### config.mk
export PLATFORM = sky130hd
export DESIGN_NAME = serial_adder_fsm
export DESIGN_NICKNAME = d
export VERILOG_FILES = /design/src/rtl/serial_adder_pkg.sv /design/src/rtl/serial_adder_fsm_fa_cell.sv /design/src/rtl/serial_adder_fsm.sv
export SDC_FILE = /design/constraint.sdc
export NUM_CORES = 1
export LEC_CHECK = 0
export ABC_CLOCK_PERIOD_IN_PS = 1460
export BUFFER_PORTS_ARGS = -buffer_cell sky130_fd_sc_hd__buf_2
export CORE_UTILIZATION = 48
export CTS_CLUSTER_SIZE = 10
export DETAILED_ROUTE_END_ITERATION = 6
export GPL_TIMING_DRIVEN = 0
export PLACE_DENSITY = 0.79
export SLEW_MARGIN = 20
export SYNTH_ARGS = -nofsm -noshare
export SYNTH_HDL_FRONTEND = slang
export SYNTH_SLANG_ARGS = --single-unit
### constraint.sdc
create_clock -name clk -period 1.46 [get_ports clk]
set_input_delay 0.219 -clock clk [delete_from_list [all_inputs] [get_ports clk]]
set_output_delay 0.219 -clock clk [all_outputs]
set_load 0.03 [all_outputs]
### src/rtl/serial_adder_pkg.sv
// Shared definitions for the bit-serial adder: FSM state encoding and legal WIDTH range.
// Latency: n/a (types and constants only).
// Backpressure: n/a.
package serial_adder_pkg;

    typedef enum logic [1:0] {
        IDLE = 2'd0,
        RUN  = 2'd1,
        DONE = 2'd2
    } state_t;

    localparam int WIDTH_MIN = 1;
    localparam int WIDTH_MAX = 64;

endpackage

### src/rtl/serial_adder_fsm_fa_cell.sv
// Single-bit full adder cell; the per-cycle arithmetic of the serial adder.
// Latency: purely combinational, zero cycles.
// Backpressure: none.
module fa_cell (
    input  logic A,
    input  logic B,
    input  logic Cin,
    output logic Sum,
    output logic Cout
);

    assign Sum  = A ^ B ^ Cin;
    assign Cout = (A & B) | (A & Cin) | (B & Cin);

endmodule

### src/rtl/serial_adder_fsm.sv
// Bit-serial WIDTH-bit adder, LSB first, one full-adder cell plus a registered carry.
// Latency: start accepted at edge k -> done high in the cycle after edge k+WIDTH; one op per WIDTH+1 cycles.
// Backpressure: start is ignored while busy; SERIAL_ADDER_SUB_EN adds a Sub input selecting A-B.
module serial_adder_fsm #(
    parameter int WIDTH = 8
) (
    input  logic             clk,
    input  logic             rst,
    input  logic             start,
    input  logic [WIDTH-1:0] A,
    input  logic [WIDTH-1:0] B,
    input  logic             Cin,
`ifdef SERIAL_ADDER_SUB_EN
    input  logic             Sub,
`endif
    output logic             busy,
    output logic             done,
    output logic [WIDTH-1:0] Sum,
    output logic             Cout
);
    import serial_adder_pkg::*;

    localparam int               CNT_W    = $clog2(WIDTH + 1);
    localparam logic [CNT_W-1:0] LAST_CNT = CNT_W'(WIDTH - 1);

    if (WIDTH < WIDTH_MIN || WIDTH > WIDTH_MAX) begin : g_bad_width
        $error("serial_adder_fsm: WIDTH must be within 1..64");
    end

    state_t           r_state;
    state_t           w_state_nxt;
    logic [WIDTH-1:0] r_a_sh;
    logic [WIDTH-1:0] r_b_sh;
    logic [WIDTH-1:0] r_res;
    logic             r_c;
    logic [CNT_W-1:0] r_cnt;

    logic             w_accept;
    logic             w_last;
    logic             w_bit;
    logic             w_carry;
    logic [WIDTH-1:0] w_b_load;
    logic             w_c_load;
    logic [WIDTH-1:0] w_res_nxt;

    // Subtraction is A + ~B + 1, so the carry register is forced high and Cin is ignored.
`ifdef SERIAL_ADDER_SUB_EN
    assign w_b_load = Sub ? ~B : B;
    assign w_c_load = Sub | Cin;
`else
    assign w_b_load = B;
    assign w_c_load = Cin;
`endif

    assign w_last = (r_cnt == LAST_CNT);

    fa_cell u_fa (
        .A    (r_a_sh[0]),
        .B    (r_b_sh[0]),
        .Cin  (r_c),
        .Sum  (w_bit),
        .Cout (w_carry)
    );

    // Result shift: the new sum bit enters at the MSB so the LSB lands at bit 0 after WIDTH steps.
    always_comb begin
        w_res_nxt            = r_res >> 1;
        w_res_nxt[WIDTH-1]   = w_bit;
    end

    // State register.
    always_ff @(posedge clk or posedge rst) begin
        if (rst) begin
            r_state <= IDLE;
        end else begin
            r_state <= w_state_nxt;
        end
    end

    // Next-state and handshake outputs; DONE accepts a new start just like IDLE.
    always_comb begin
        w_state_nxt = r_state;
        w_accept    = 1'b0;
        busy        = 1'b0;
        done        = 1'b0;
        case (r_state)
            IDLE: begin
                if (start) begin
                    w_accept    = 1'b1;
                    w_state_nxt = RUN;
                end
            end
            RUN: begin
                busy = 1'b1;
                if (w_last) begin
                    w_state_nxt = DONE;
                end
            end
            DONE: begin
                done = 1'b1;
                if (start) begin
                    w_accept    = 1'b1;
                    w_state_nxt = RUN;
                end else begin
                    w_state_nxt = IDLE;
                end
            end
            default: w_state_nxt = IDLE;
        endcase
    end

    // Datapath: load operands on accept, shift one bit per RUN cycle, publish result on the last step.
    always_ff @(posedge clk or posedge rst) begin
        if (rst) begin
            r_a_sh <= '0;
            r_b_sh <= '0;
            r_res  <= '0;
            r_c    <= 1'b0;
            r_cnt  <= '0;
            Sum    <= '0;
            Cout   <= 1'b0;
        end else if (w_accept) begin
            r_a_sh <= A;
            r_b_sh <= w_b_load;
            r_res  <= '0;
            r_c    <= w_c_load;
            r_cnt  <= '0;
        end else if (r_state == RUN) begin
            r_a_sh <= r_a_sh >> 1;
            r_b_sh <= r_b_sh >> 1;
            r_res  <= w_res_nxt;
            r_c    <= w_carry;
            r_cnt  <= r_cnt + CNT_W'(1);
            if (w_last) begin
                Sum  <= w_res_nxt;
                Cout <= w_carry;
            end
        end
    end

endmodule

==> out/qor.txt <==
=====================================================================================
Total count of max-transition violations in the final report ...........            0
Maximum number of pins on one net before global-route repair ...........           40
Tightest Hold Check Type ............................................... primary input to asynchronous set/reset pin
Fraction of the mapped netlist area in simple logic gates ..............        0.137
Net Count, Synth .......................................................          154
Global-route total usage across every layer ............................        0.243
Cells taking the most area after synthesis ............................. dfrtp_1 60%, a22oi_1 6.9%, mux2_2 6.3%
Ratio of final minimum period to clock period ..........................         1.04
DR pass1 iterations ....................................................            4
Required time at the endpoint of the critical path .....................      1.24 ns
Worst Path Arrival .....................................................      1.29 ns
Maximum clock frequency ................................................      662 MHz
Synthesized area per cell ..............................................    12.3 um^2
Final Hold Violating Endpoints .........................................            1
Detailed Place HPWL ....................................................      2290 um
Area fraction in compound gates after synthesis ........................        0.135
Clock transition at the registers of the reported paths ................      0.12 ns
Num Clock Sinks ........................................................           39
Largest fanout on the critical path ....................................            4
Element type at the critical path start ................................         flop
Number of placement rows ...............................................           20
Sequential share of the synthesized area ...............................        0.602
Core box area .......................................................... 0.00313 mm^2
Clock tree from TritonCTS ..............................................        built
Vias after detailed routing ............................................        1,303
Synth cell types .......................................................           22
Vias in the first global route .........................................        1,232
Source-to-sink clock delay at the later pin of the worst-skew pair .....      0.35 ns
RSZ-0062 raised after global routing ...................................          yes
Drt wl/cell ............................................................      17.7 um
Via-to-Cell Ratio ......................................................         5.74
Number of H-tree branching levels ......................................            2
Headroom to the max-slew limit .........................................        0.475
Final setup violation count ............................................            6
Layout cells sized above 1 .............................................        0.404
Worst ir drop on vdd ...................................................      1.11 mV
XOR/XNOR share of the synthesized area .................................            0
Inserted Diodes ........................................................            0
Transition time of the tightest slew-check pin .........................     0.787 ns
Wire length of the first global-routing pass ...........................      6040 um
Failing checks ......................................................... hold timing, setup timing
Dominant cell type by area after synthesis .............................      dfrtp_1
Yosys warning count ....................................................            0
Count of routing violations after the opening detailed-route iteration .           68
Kind of critical path .................................................. flop to primary output
Ratio of total power to cell area ...................................... 2270 mW/mm^2
Gate Count Post-Synth ..................................................          132
EDFF count, synth ......................................................            0
Slack of the critical path .............................................   -0.0516 ns
Area growth syn-to-layout ..............................................        29.4%
Multiplexer share of the synthesized area ..............................       0.0748
Post-DP Area ........................................................... 0.00183 mm^2
Total power draw .......................................................      4.77 mW
Number of standard cells in the final layout excluding fillers .........          227
Top cells by instance count after synthesis ............................ 39 x dfrtp_1, 18 x nand2_1, 16 x nand3_1, 15 x a22oi_1, 11 x a22o_1
Final instance area .................................................... 0.00210 mm^2
Routability Congestion .................................................        0.760
ANT nets after route ...................................................            0
Die boundary width .....................................................      60.1 um
Commonest register cell after synthesis ................................      dfrtp_1
Fraction of synthesized cell area taken by the top area cell type ......        0.602
Cells after DPL ........................................................          206
Final global-route overflow total ......................................            0
Most used standard cell by instance count after synthesis ..............      dfrtp_1
Time the final worst path needs with I/O delays and setup ..............      1.51 ns
Worst-case clock skew ..................................................    0.0152 ns
Final-stage net count ..................................................          204
CTS Buf Count ..........................................................            5
Internal reg-to-reg setup slack ........................................     -0.05 ns
Synthesized-area fraction occupied by adder cells ......................       0.0201
Clock root buffer ......................................................     clkbuf_4
Combinational family with the most area after synthesis ................ simple AND/OR/NAND/NOR gates
Synthesized flop and latch total .......................................           39
P_leak .................................................................      1.07 nW
Reported max-cap violation count .......................................            0
DRC violations left ....................................................            0
Status ................................................................. finished with violations
Async set or reset register ratio after synthesis ......................         1.00
Critical path endpoint category ........................................ primary output
Starting Density .......................................................        0.518
IO Port Bufs ...........................................................           30
Summed instance area of the synthesized netlist ........................ 0.00162 mm^2
Die ar. ................................................................ 0.00361 mm^2
Die Y ..................................................................      60.1 um
Final Hold Slack ....................................................... -0.000408 ns
Longest Clk Path Bufs ..................................................            2
Wire length reported by the detailed router ............................      4010 um
Number of antenna violations at the first check in global routing ......            0
I/O pin total ..........................................................           31
=====================================================================================
==> worst paths after layout <==
path,to,cells after the start,from
worst max-delay path,busy,5,r_state[0]
worst min-delay path,Sum[1],2,rst
worst max register to register,Sum[5],6,r_cnt[1]
worst min register to register,r_res[1],1,r_res[1]
max in group asynchronous,r_b_sh[5],2,rst
min in group clk,r_b_sh[4],3,B[4]
==> power by group <==
group | switching (mW) | internal, mW | leakage, nW
combinational | 1.24 | 1.12 | 0.543
clock | 0.345 | 0.188 | 0.0293
sequential | 0.345 | 1.54 | 0.498
total | 1.93 | 2.85 | 1.07
==> layer usage <==
layer  routed length [um]  part of all wire  track usage
met1                 1660              0.41        0.320
met2                 1990              0.50        0.361
met3                  216             0.054       0.0758
met4                  136             0.034        0.116
met5                    0                 0            0
==> repair_timing <==
item,4_1_cts,5_1_grt
hold buffers,0,0
setup endpoints to repair,16,31
resized for setup,18,17
pin swaps,2,4
buffers inserted,11,3
gates cloned,1,1
==> critical path, stage by stage (launching register included) <==
cell,delay [ns]
dfrtp_1,0.44
nand2b_4,0.11
buf_8,0.12
inv_8,0.03
buf_8,0.11
buf_6,0.13
==> final cells by class <==
type | instances | area, um^2
timing repair buffer | 44 | 288
clock buffer | 7 | 45.0
multi-input combinational | 84 | 659
buffer | 6 | 55.1
inverter | 2 | 15.0
sequential | 39 | 976
tap | 44 | 55.1
clock inverter | 1 | 5.00
fill | 226 | 1030
==> state kept, by name (all words and copies together), names as in the netlist <==
| register | cells |
|---|---|
| Sum | 8 |
| r_cnt | 4 |
| r_c | 1 |
| r_a_sh | 8 |
| r_res | 7 |
| r_b_sh | 8 |
| Cout | 1 |
| r_state | 2 |
==> cells by family after synthesis <==
family / Yosys count
AO/OA/AOI/OAI: 28
adder cells (fa/ha/maj): 2
flip-flops: 39
AND/OR/NAND/NOR: 42
multiplexers: 11
buffers and inverters: 10
==> stage by stage <==
stage | hold slack (ns) | setup slack (ns) | util | setup TNS [ns]
after floorplan | 0.347 | 0.0461 | - | 0
after global placement | 0.434 | -0.0968 | 0.584 | -3.18
after detailed placement | 0.416 | -0.165 | 0.584 | -1.47
after CTS | 0.0187 | -0.0651 | 0.655 | -0.418
after global routing | 0.0480 | -0.109 | 0.671 | -0.581
final | -0.000408 | -0.0516 | 0.671 | -0.291
==> cells in the final DEF, fill, tap and decap left out, types with 2 or more instances in the layout <==
cell,instances
a22oi_1,15
clkbuf_4,5
nand2_1,17
buf_4,13
buf_6,4
mux2_4,9
buf_8,2
o21ai_0,2
a22o_1,11
nand3_1,16
and2b_1,2
clkbuf_1,2
buf_2,29
dfrtp_1,39
Note: power is estimated with default switching activity, not from simulation.
